--- config.mk ---
export PLATFORM = sky130hd
export DESIGN_NAME = sram_arbiter_flat
export DESIGN_NICKNAME = d
export VERILOG_FILES = /design/src/rtl/sram_pkg.sv /design/src/rtl/sram_arbiter_if.sv /design/src/rtl/sram_rr_arbiter.sv /design/src/rtl/sram_arbiter.sv /design/src/flat_wrapper.sv
export SDC_FILE = /design/constraint.sdc
export NUM_CORES = 1
export LEC_CHECK = 0
export CAP_MARGIN = 0
export CORE_ASPECT_RATIO = 0.6
export CORE_MARGIN = 5
export CORE_UTILIZATION = 41
export CTS_BUF_LIST = sky130_fd_sc_hd__clkbuf_4
export DETAILED_ROUTE_END_ITERATION = 10
export GPL_ROUTABILITY_DRIVEN = 0
export PLACE_DENSITY = 0.93
export REMOVE_ABC_BUFFERS = 1
export SYNTH_ARGS = -nofsm -noshare
export SYNTH_HDL_FRONTEND = slang
export SYNTH_HIERARCHICAL = 1
export SYNTH_SLANG_ARGS = --single-unit
export TNS_END_PERCENT = 20
--- constraint.sdc ---
create_clock -name clk -period 2.3 [get_ports clk]
set_input_delay 0.23 -clock clk [delete_from_list [all_inputs] [get_ports clk]]
set_output_delay 0.23 -clock clk [all_outputs]
set_load 0.01 [all_outputs]
--- src/rtl/sram_pkg.sv ---
// Shared constants and types for the two-port asynchronous SRAM arbiter.
// FSM encoding, SRAM geometry and the inactive level of the control strobes.
package sram_pkg;
    localparam int SRAM_ADDR_W = 19;
    localparam int SRAM_DATA_W = 16;

    localparam logic [1:0] ST_IDLE   = 2'd0;
    localparam logic [1:0] ST_SETUP  = 2'd1;
    localparam logic [1:0] ST_STROBE = 2'd2;
    localparam logic [1:0] ST_HOLD   = 2'd3;

    localparam logic STROBE_OFF = 1'b1;
    localparam logic STROBE_ON  = 1'b0;

    typedef struct packed {
        logic                   we;
        logic [SRAM_ADDR_W-1:0] addr;
        logic [SRAM_DATA_W-1:0] wdata;
        logic [1:0]             be;
    } sram_req_t;
endpackage

--- src/rtl/sram_arbiter_if.sv ---
// Requester-side handshake for both ports plus the SRAM pin bundle.
// The arbiter takes the slave view; user logic / board model takes the master view.
interface sram_arbiter_if
    import sram_pkg::*;
#(
    parameter int ADDR_W = SRAM_ADDR_W,
    parameter int DATA_W = SRAM_DATA_W
);
    logic              req0, req1;
    logic              we0, we1;
    logic [ADDR_W-1:0] addr0, addr1;
    logic [DATA_W-1:0] wdata0, wdata1;
    logic [1:0]        be0, be1;
    logic              ack0, ack1;
    logic [DATA_W-1:0] rdata;
    logic              busy;
    logic [ADDR_W-1:0] ram_adr;
    logic [DATA_W-1:0] ram_dout;
    logic              ram_doe;
    logic [DATA_W-1:0] ram_din;
    logic              ram_cs_n, ram_oe_n, ram_we_n, ram_lb_n, ram_ub_n;

    modport slave (
        input  req0, req1, we0, we1, addr0, addr1, wdata0, wdata1, be0, be1, ram_din,
        output ack0, ack1, rdata, busy, ram_adr, ram_dout, ram_doe,
               ram_cs_n, ram_oe_n, ram_we_n, ram_lb_n, ram_ub_n
    );

    modport master (
        output req0, req1, we0, we1, addr0, addr1, wdata0, wdata1, be0, be1, ram_din,
        input  ack0, ack1, rdata, busy, ram_adr, ram_dout, ram_doe,
               ram_cs_n, ram_oe_n, ram_we_n, ram_lb_n, ram_ub_n
    );
endinterface

--- src/rtl/sram_rr_arbiter.sv ---
// Two-way round-robin picker; last_grant advances only when a grant is taken.
// Reset leaves last_grant at 1 so port 0 wins the first contention.
module sram_rr_arbiter (
    input  logic       clk,
    input  logic       rst,
    input  logic [1:0] req_i,
    input  logic       advance_i,
    output logic       grant_o,
    output logic       grant_valid_o
);
    logic last_q, last_d;

    always_comb begin
        grant_valid_o = |req_i;
        grant_o       = (&req_i) ? ~last_q : req_i[1];
        last_d        = advance_i ? grant_o : last_q;
    end

    always_ff @(posedge clk) begin
        if (rst) last_q <= 1'b1;
        else     last_q <= last_d;
    end
endmodule

--- src/rtl/sram_arbiter.sv ---
// Shares one asynchronous SRAM between two requesters: round-robin grant,
// IDLE->SETUP->STROBE(xWAIT_CYCLES)->HOLD strobe sequencing, registered outputs.
module sram_arbiter
    import sram_pkg::*;
#(
    parameter int ADDR_W      = SRAM_ADDR_W,
    parameter int DATA_W      = SRAM_DATA_W,
    parameter int WAIT_CYCLES = 2
) (
    input logic         clk,
    input logic         rst,
    sram_arbiter_if.slave bus
);
    logic [1:0]        state_q, state_d;
    logic [3:0]        cnt_q, cnt_d;
    logic              port_q, port_d;
    logic              we_q, we_d;
    logic [ADDR_W-1:0] adr_q, adr_d;
    logic [DATA_W-1:0] dout_q, dout_d;
    logic [DATA_W-1:0] rdata_q, rdata_d;
    logic              doe_q, doe_d;
    logic              cs_n_q, cs_n_d, oe_n_q, oe_n_d, we_n_q, we_n_d;
    logic              lb_n_q, lb_n_d, ub_n_q, ub_n_d;
    logic              ack0_q, ack0_d, ack1_q, ack1_d, busy_q, busy_d;

    logic      gnt, gnt_vld;
    sram_req_t req_sel;

    sram_rr_arbiter u_rr (
        .clk           (clk),
        .rst           (rst),
        .req_i         ({bus.req1, bus.req0}),
        .advance_i     ((state_q == ST_IDLE) && gnt_vld),
        .grant_o       (gnt),
        .grant_valid_o (gnt_vld)
    );

    always_comb begin
        if (gnt) req_sel = '{we: bus.we1, addr: bus.addr1, wdata: bus.wdata1, be: bus.be1};
        else     req_sel = '{we: bus.we0, addr: bus.addr0, wdata: bus.wdata0, be: bus.be0};
    end

    // Outputs are registered, so each state's strobe levels are loaded on the edge entering it.
    always_comb begin
        state_d = state_q;
        cnt_d   = cnt_q;
        port_d  = port_q;
        we_d    = we_q;
        adr_d   = adr_q;
        dout_d  = dout_q;
        rdata_d = rdata_q;
        doe_d   = doe_q;
        cs_n_d  = cs_n_q;
        oe_n_d  = oe_n_q;
        we_n_d  = we_n_q;
        lb_n_d  = lb_n_q;
        ub_n_d  = ub_n_q;
        busy_d  = busy_q;
        ack0_d  = 1'b0;
        ack1_d  = 1'b0;
        case (state_q)
            ST_IDLE: begin
                if (gnt_vld) begin
                    state_d = ST_SETUP;
                    port_d  = gnt;
                    we_d    = req_sel.we;
                    adr_d   = req_sel.addr;
                    cs_n_d  = STROBE_ON;
                    we_n_d  = STROBE_OFF;
                    busy_d  = 1'b1;
                    if (req_sel.we) begin
                        doe_d  = 1'b1;
                        dout_d = req_sel.wdata;
                        oe_n_d = STROBE_OFF;
                        lb_n_d = ~req_sel.be[0];
                        ub_n_d = ~req_sel.be[1];
                    end else begin
                        doe_d  = 1'b0;
                        oe_n_d = STROBE_ON;
                        lb_n_d = STROBE_ON;
                        ub_n_d = STROBE_ON;
                    end
                end
            end
            ST_SETUP: begin
                state_d = ST_STROBE;
                cnt_d   = 4'(WAIT_CYCLES - 1);
                if (we_q) we_n_d = STROBE_ON;
            end
            ST_STROBE: begin
                if (cnt_q == 4'd0) begin
                    state_d = ST_HOLD;
                    we_n_d  = STROBE_OFF;
                    oe_n_d  = STROBE_OFF;
                    if (!we_q) rdata_d = bus.ram_din;
                    ack0_d  = ~port_q;
                    ack1_d  = port_q;
                end else begin
                    cnt_d = cnt_q - 4'd1;
                end
            end
            ST_HOLD: begin
                state_d = ST_IDLE;
                cs_n_d  = STROBE_OFF;
                oe_n_d  = STROBE_OFF;
                we_n_d  = STROBE_OFF;
                lb_n_d  = STROBE_OFF;
                ub_n_d  = STROBE_OFF;
                doe_d   = 1'b0;
                busy_d  = 1'b0;
            end
            default: state_d = ST_IDLE;
        endcase
    end

    always_ff @(posedge clk) begin
        if (rst) begin
            state_q <= ST_IDLE;
            cnt_q   <= '0;
            port_q  <= 1'b0;
            we_q    <= 1'b0;
            adr_q   <= '0;
            dout_q  <= '0;
            rdata_q <= '0;
            doe_q   <= 1'b0;
            cs_n_q  <= STROBE_OFF;
            oe_n_q  <= STROBE_OFF;
            we_n_q  <= STROBE_OFF;
            lb_n_q  <= STROBE_OFF;
            ub_n_q  <= STROBE_OFF;
            ack0_q  <= 1'b0;
            ack1_q  <= 1'b0;
            busy_q  <= 1'b0;
        end else begin
            state_q <= state_d;
            cnt_q   <= cnt_d;
            port_q  <= port_d;
            we_q    <= we_d;
            adr_q   <= adr_d;
            dout_q  <= dout_d;
            rdata_q <= rdata_d;
            doe_q   <= doe_d;
            cs_n_q  <= cs_n_d;
            oe_n_q  <= oe_n_d;
            we_n_q  <= we_n_d;
            lb_n_q  <= lb_n_d;
            ub_n_q  <= ub_n_d;
            ack0_q  <= ack0_d;
            ack1_q  <= ack1_d;
            busy_q  <= busy_d;
        end
    end

    assign bus.ack0     = ack0_q;
    assign bus.ack1     = ack1_q;
    assign bus.rdata    = rdata_q;
    assign bus.busy     = busy_q;
    assign bus.ram_adr  = adr_q;
    assign bus.ram_dout = dout_q;
    assign bus.ram_doe  = doe_q;
    assign bus.ram_cs_n = cs_n_q;
    assign bus.ram_oe_n = oe_n_q;
    assign bus.ram_we_n = we_n_q;
    assign bus.ram_lb_n = lb_n_q;
    assign bus.ram_ub_n = ub_n_q;
endmodule

--- src/flat_wrapper.sv ---
// flat-port wrapper written by rule: the top's interface ports become plain ports
module sram_arbiter_flat import sram_pkg::*;
#(
    parameter int ADDR_W      = SRAM_ADDR_W,
    parameter int DATA_W      = SRAM_DATA_W,
    parameter int WAIT_CYCLES = 2
)
  (clk, rst, bus_req0, bus_req1, bus_we0, bus_we1, bus_addr0, bus_addr1, bus_wdata0, bus_wdata1, bus_be0, bus_be1, bus_ram_din, bus_ack0, bus_ack1, bus_rdata, bus_busy, bus_ram_adr, bus_ram_dout, bus_ram_doe, bus_ram_cs_n, bus_ram_oe_n, bus_ram_we_n, bus_ram_lb_n, bus_ram_ub_n);
  sram_arbiter_if #(.ADDR_W(ADDR_W), .DATA_W(DATA_W)) bus_i ();
  input logic clk;
  input logic rst;
  input wire logic [$bits(bus_i.req0)-1:0] bus_req0;
  input wire logic [$bits(bus_i.req1)-1:0] bus_req1;
  input wire logic [$bits(bus_i.we0)-1:0] bus_we0;
  input wire logic [$bits(bus_i.we1)-1:0] bus_we1;
  input wire logic [$bits(bus_i.addr0)-1:0] bus_addr0;
  input wire logic [$bits(bus_i.addr1)-1:0] bus_addr1;
  input wire logic [$bits(bus_i.wdata0)-1:0] bus_wdata0;
  input wire logic [$bits(bus_i.wdata1)-1:0] bus_wdata1;
  input wire logic [$bits(bus_i.be0)-1:0] bus_be0;
  input wire logic [$bits(bus_i.be1)-1:0] bus_be1;
  input wire logic [$bits(bus_i.ram_din)-1:0] bus_ram_din;
  output wire logic [$bits(bus_i.ack0)-1:0] bus_ack0;
  output wire logic [$bits(bus_i.ack1)-1:0] bus_ack1;
  output wire logic [$bits(bus_i.rdata)-1:0] bus_rdata;
  output wire logic [$bits(bus_i.busy)-1:0] bus_busy;
  output wire logic [$bits(bus_i.ram_adr)-1:0] bus_ram_adr;
  output wire logic [$bits(bus_i.ram_dout)-1:0] bus_ram_dout;
  output wire logic [$bits(bus_i.ram_doe)-1:0] bus_ram_doe;
  output wire logic [$bits(bus_i.ram_cs_n)-1:0] bus_ram_cs_n;
  output wire logic [$bits(bus_i.ram_oe_n)-1:0] bus_ram_oe_n;
  output wire logic [$bits(bus_i.ram_we_n)-1:0] bus_ram_we_n;
  output wire logic [$bits(bus_i.ram_lb_n)-1:0] bus_ram_lb_n;
  output wire logic [$bits(bus_i.ram_ub_n)-1:0] bus_ram_ub_n;
  assign bus_i.req0 = bus_req0;
  assign bus_i.req1 = bus_req1;
  assign bus_i.we0 = bus_we0;
  assign bus_i.we1 = bus_we1;
  assign bus_i.addr0 = bus_addr0;
  assign bus_i.addr1 = bus_addr1;
  assign bus_i.wdata0 = bus_wdata0;
  assign bus_i.wdata1 = bus_wdata1;
  assign bus_i.be0 = bus_be0;
  assign bus_i.be1 = bus_be1;
  assign bus_i.ram_din = bus_ram_din;
  assign bus_ack0 = bus_i.ack0;
  assign bus_ack1 = bus_i.ack1;
  assign bus_rdata = bus_i.rdata;
  assign bus_busy = bus_i.busy;
  assign bus_ram_adr = bus_i.ram_adr;
  assign bus_ram_dout = bus_i.ram_dout;
  assign bus_ram_doe = bus_i.ram_doe;
  assign bus_ram_cs_n = bus_i.ram_cs_n;
  assign bus_ram_oe_n = bus_i.ram_oe_n;
  assign bus_ram_we_n = bus_i.ram_we_n;
  assign bus_ram_lb_n = bus_i.ram_lb_n;
  assign bus_ram_ub_n = bus_i.ram_ub_n;
  sram_arbiter #(.ADDR_W(ADDR_W), .DATA_W(DATA_W), .WAIT_CYCLES(WAIT_CYCLES)) u_core (.clk(clk), .rst(rst), .bus(bus_i));
endmodule
==> reports/qor.log <==
[global_route] via count of the first global-routing pass 3,072
[synth] Seq cells post-synth 69
[synth] Compound-Gate Fraction of Synth Area 17.76%
[finish] Cell Count, Final, Fillers Out 579
[critical_path] cell with the largest stage delay on the worst path or4b_1
[critical_path] CP Data Arrival Time 2.21 ns
[floorplanning] initial standard-cell utilization of the core 42.17%
[cts] clock insertion delay at the later pin of the skew report 0.41 ns
[cts] maximum number of buffers from clock root to sink 2
[critical_path] startpoint of the most critical register-to-register path u_core/state_q[0]
[synth] sequential cell area fraction in the yosys report 45.08%
[hold_path] startpoint of the tightest hold check path rst
[synth] number of different library cells in the post-synthesis netlist 46
[synth] cell types occupying the most area after synthesis dfxtp_1 (45%), mux2i_1 (17%), a211oi_1 (8.6%)
[timing] maximum operating frequency 0.5353 GHz
[critical_path] Crit Reg-Reg Endpoint u_core/cnt_q[3]
[critical_path] worst path required time 2.64 ns
[synth] async set-reset flop share out of synthesis 0%
[synth] number of instances in the synthesized netlist 321
[critical_path] crit start category flop
[cts] post-CTS setup-driven buffer insertion count 0
[floorplanning] I/O pin total 156
[synth] area share of xor/xnor cells in the synthesized design 0%
[critical_path] Crit Path Max Fanout 10
[hold_path] Min-Delay Endpoint u_core/cnt_q[2]
[drt] drt pass-1 iters 4
[timing] fin crit period 1.868 ns
[synth] proportion of netlist area held by the largest area contributor 45.08%
[floorplanning] vertical extent of the die 76.97 um
[critical_path] delay contributed by the slowest stage of the critical path 0.49 ns
[finish] Nets 571
[power_and_ir_drop] power density over cell area 1002 nW/um2
[cts] total number of clock tree sinks 69
[synth] Post-Syn Area per Cell 9.546 um2
[critical_path] worst setup path category reg2reg
[timing] RSZ-0062 raised after global routing no
[drt] remaining number of nets flagged by the antenna check after routing 0
[timing] transition time at the pin with the least slew margin 0.7745 ns
[critical_path] total buffers and inverters traversed by the critical path 1
[critical_path] Reg2Reg Depth 5
[finish] fraction of final layout cells sized beyond drive strength 1 6.105%
[hold_path] hold crit path type in2reg
[synth] Post-Synthesis Cell Area 3064 um2
[timing] number of hold violations in the final report 0
[floorplanning] die span in x 121.6 um
[global_route] GRT overflow 0
[drt] total wire length 9187 um
[hold_path] number of cells traversed by the worst hold path 2
[global_route] antenna violations before repair 0
[power_and_ir_drop] static leakage power 0.001756 uW
[global_route] largest net degree at the start of global routing 59
[critical_path] kind of end point of the critical path flop
[drt] average wire per standard cell 15.87 um
[outcome] result of the run finished clean
[cts] # H-tree levels 3
[floorplanning] total die area 9359 um2
[power_and_ir_drop] maximum vdd ir drop 0.4994 mV
[synth] share of synthesized cell area in full adder, half adder and majority cells 2.042%
[floorplanning] std cell rows 24
[synth] number of flops mapped to enable cells by yosys 0
[drt] Detailed Route Iter0 Violations 172
[synth] area share of and/or/nand/nor cells after synthesis 12.90%
[synth] warnings from Yosys 6
[cts] buffer cell driving the clock tree root clkbuf_4
[critical_path] cell count along the critical path 5
[timing] Slew Limit Fails 0
[cts] total of hold buffers inserted after clock tree synthesis 0
[drt] DR vias 3,008
[placed_design] sum of net half-perimeters after detailed placement 7103 um
[timing] largest clock skew in the final design 0.01863 ns
[finish] fin util 66.15%
[timing] Slew headroom 48.37%
[critical_path] cell chain of the critical path inv_1 -> ha_1 -> or4b_1 -> or3_1 -> a21oi_1
[global_route] total routing usage reported by global routing 19.80%
[finish] synth-to-layout area growth 56.88%
[timing] Hold WS 0.2669 ns
[finish] antenna cells 0
[cts] cts bufs inserted 9
[drt] DR DRC count 0
[drt] vias per std cell 5.195
[timing] final period utilization 81.22%
[synth] largest family of logic cells by synthesized area compound AO/OA/AOI/OAI gates
[cts] Reg clk slew, reported paths 0.11 ns
[placed_design] buffers added on ports 155
[floorplanning] area of the core 7267 um2
[critical_path] reg-to-reg slack, setup 0.43 ns
[synth] commonest register cell after synthesis dfxtp_1
[global_route] wire length of the first global-routing pass 14,910 um
[run] count of max-cap constraint violations 0
[cts] TritonCTS clock tree done
[synth] multiplexer area fraction after synthesis 17.35%
[placed_design] placed cell count 563
[timing] number of failing setup endpoints in the final timing report 0
[synth] most area-hungry cell type in the Yosys netlist dfxtp_1
[critical_path] kind of cell adding the most delay to the critical path simple AND/OR/NAND/NOR gates
[cts] post-cts resize count 0
[worst max-delay path by stage]
stage                      startpoint                      end
floorplan                    bus_req1   u_core/bus.ram_dout[0]
global placement             bus_req1   u_core/bus.ram_dout[6]
detailed placement           bus_req1  u_core/bus.ram_dout[12]
CTS                 u_core/state_q[0]          u_core/cnt_q[3]
global route        u_core/state_q[0]          u_core/cnt_q[3]
finish              u_core/state_q[0]          u_core/cnt_q[3]
[layout by cell type (no fill, tap or decap), types with 2 or more instances in the layout]
cell and n:
a21oi_1 19, clkbuf_4 9, dfxtp_1 69, buf_4 5
o22ai_1 2, ha_1 5, o21ai_0 2, nand3_1 2
inv_6 2, o32a_1 2, clkinv_1 2, clkdlybuf4s50_1 154
nor2_1 26, inv_1 7, nor2b_1 3, mux2i_1 52
a211oi_1 35, clkinvlp_4 3, nand2_1 41, nand2b_1 3
nor3b_1 2, o21a_1 3
[final cells by class]
class / count / area (um2)
flip-flops and latches: 69 / 1381
multi-input cells: 221 / 1545
clock buffers: 9 / 67.56
repair buffers: 161 / 1604
fillers: 595 / 2460
well taps: 104 / 130.1
inverters: 8 / 30.03
clock inverters: 7 / 48.80
[layer usage]
layer	part of all wire, %	GRT usage, %	vias up
met5	0	0	-
met3	8.1	8.235	18
met2	48	32.51	133
met1	42	23.45	1402
li1	-	-	1455
met4	2.2	6.488	0
[power breakdown]
group          internal, uW  switching [uW]
combinational          1210            1180
sequential             1550             203
clock                   223             450
[sequential cells by signal, summed over array words and instances (netlist names)]
name	count
u_core/bus.ram_doe	1
u_core/bus.ram_we_n	1
u_core/bus.rdata	16
u_core/state_q	2
u_core/bus.ack1	1
u_core/u_rr/last_q	1
u_core/bus.ram_lb_n	1
u_core/bus.ack0	1
u_core/bus.ram_ub_n	1
u_core/bus.ram_cs_n	1
u_core/cnt_q	4
u_core/bus.ram_dout	16
u_core/we_q	1
u_core/bus.ram_adr	19
u_core/bus.ram_oe_n	1
u_core/port_q	1
u_core/bus.busy	1
[cell usage after synthesis (3+ instances only)]
cell      count
a211oi_1     35
o21a_1        3
mux2i_1      52
clkbuf_1      7
buf_1         6
dfxtp_1      69
buf_2         5
nand2b_1      3
nor2_1       26
buf_4         3
inv_1         7
nand2_1      41
ha_1          5
nor2b_1       3
a21oi_1      19
[metrics by stage]
step / area, um2 / TNS [ns] / setup WS (ns) / power (uW)
2_1_floorplan: 2945 / -57.57 / -1.710 / 3016
3_3_place_gp: 4691 / 0 / 0.3913 / 4036
3_5_place_dp: 4691 / 0 / 0.2428 / 4164
4_1_cts: 4807 / 0 / 0.4455 / 4842
5_1_grt: 4807 / 0 / 0.3172 / 5146
6_report: 4807 / 0 / 0.4320 / 4818
[cells by family (layout without fill, tap and decap cells)]
kind of cell	after synthesis	in the layout
multiplexers	53	53
adder cells (fa/ha/maj)	5	5
AO/OA/AOI/OAI	77	77
AND/OR/NAND/NOR	86	86
buffers and inverters	31	185
flip-flops	69	69
Note: power is estimated with default switching activity, not from simulation.
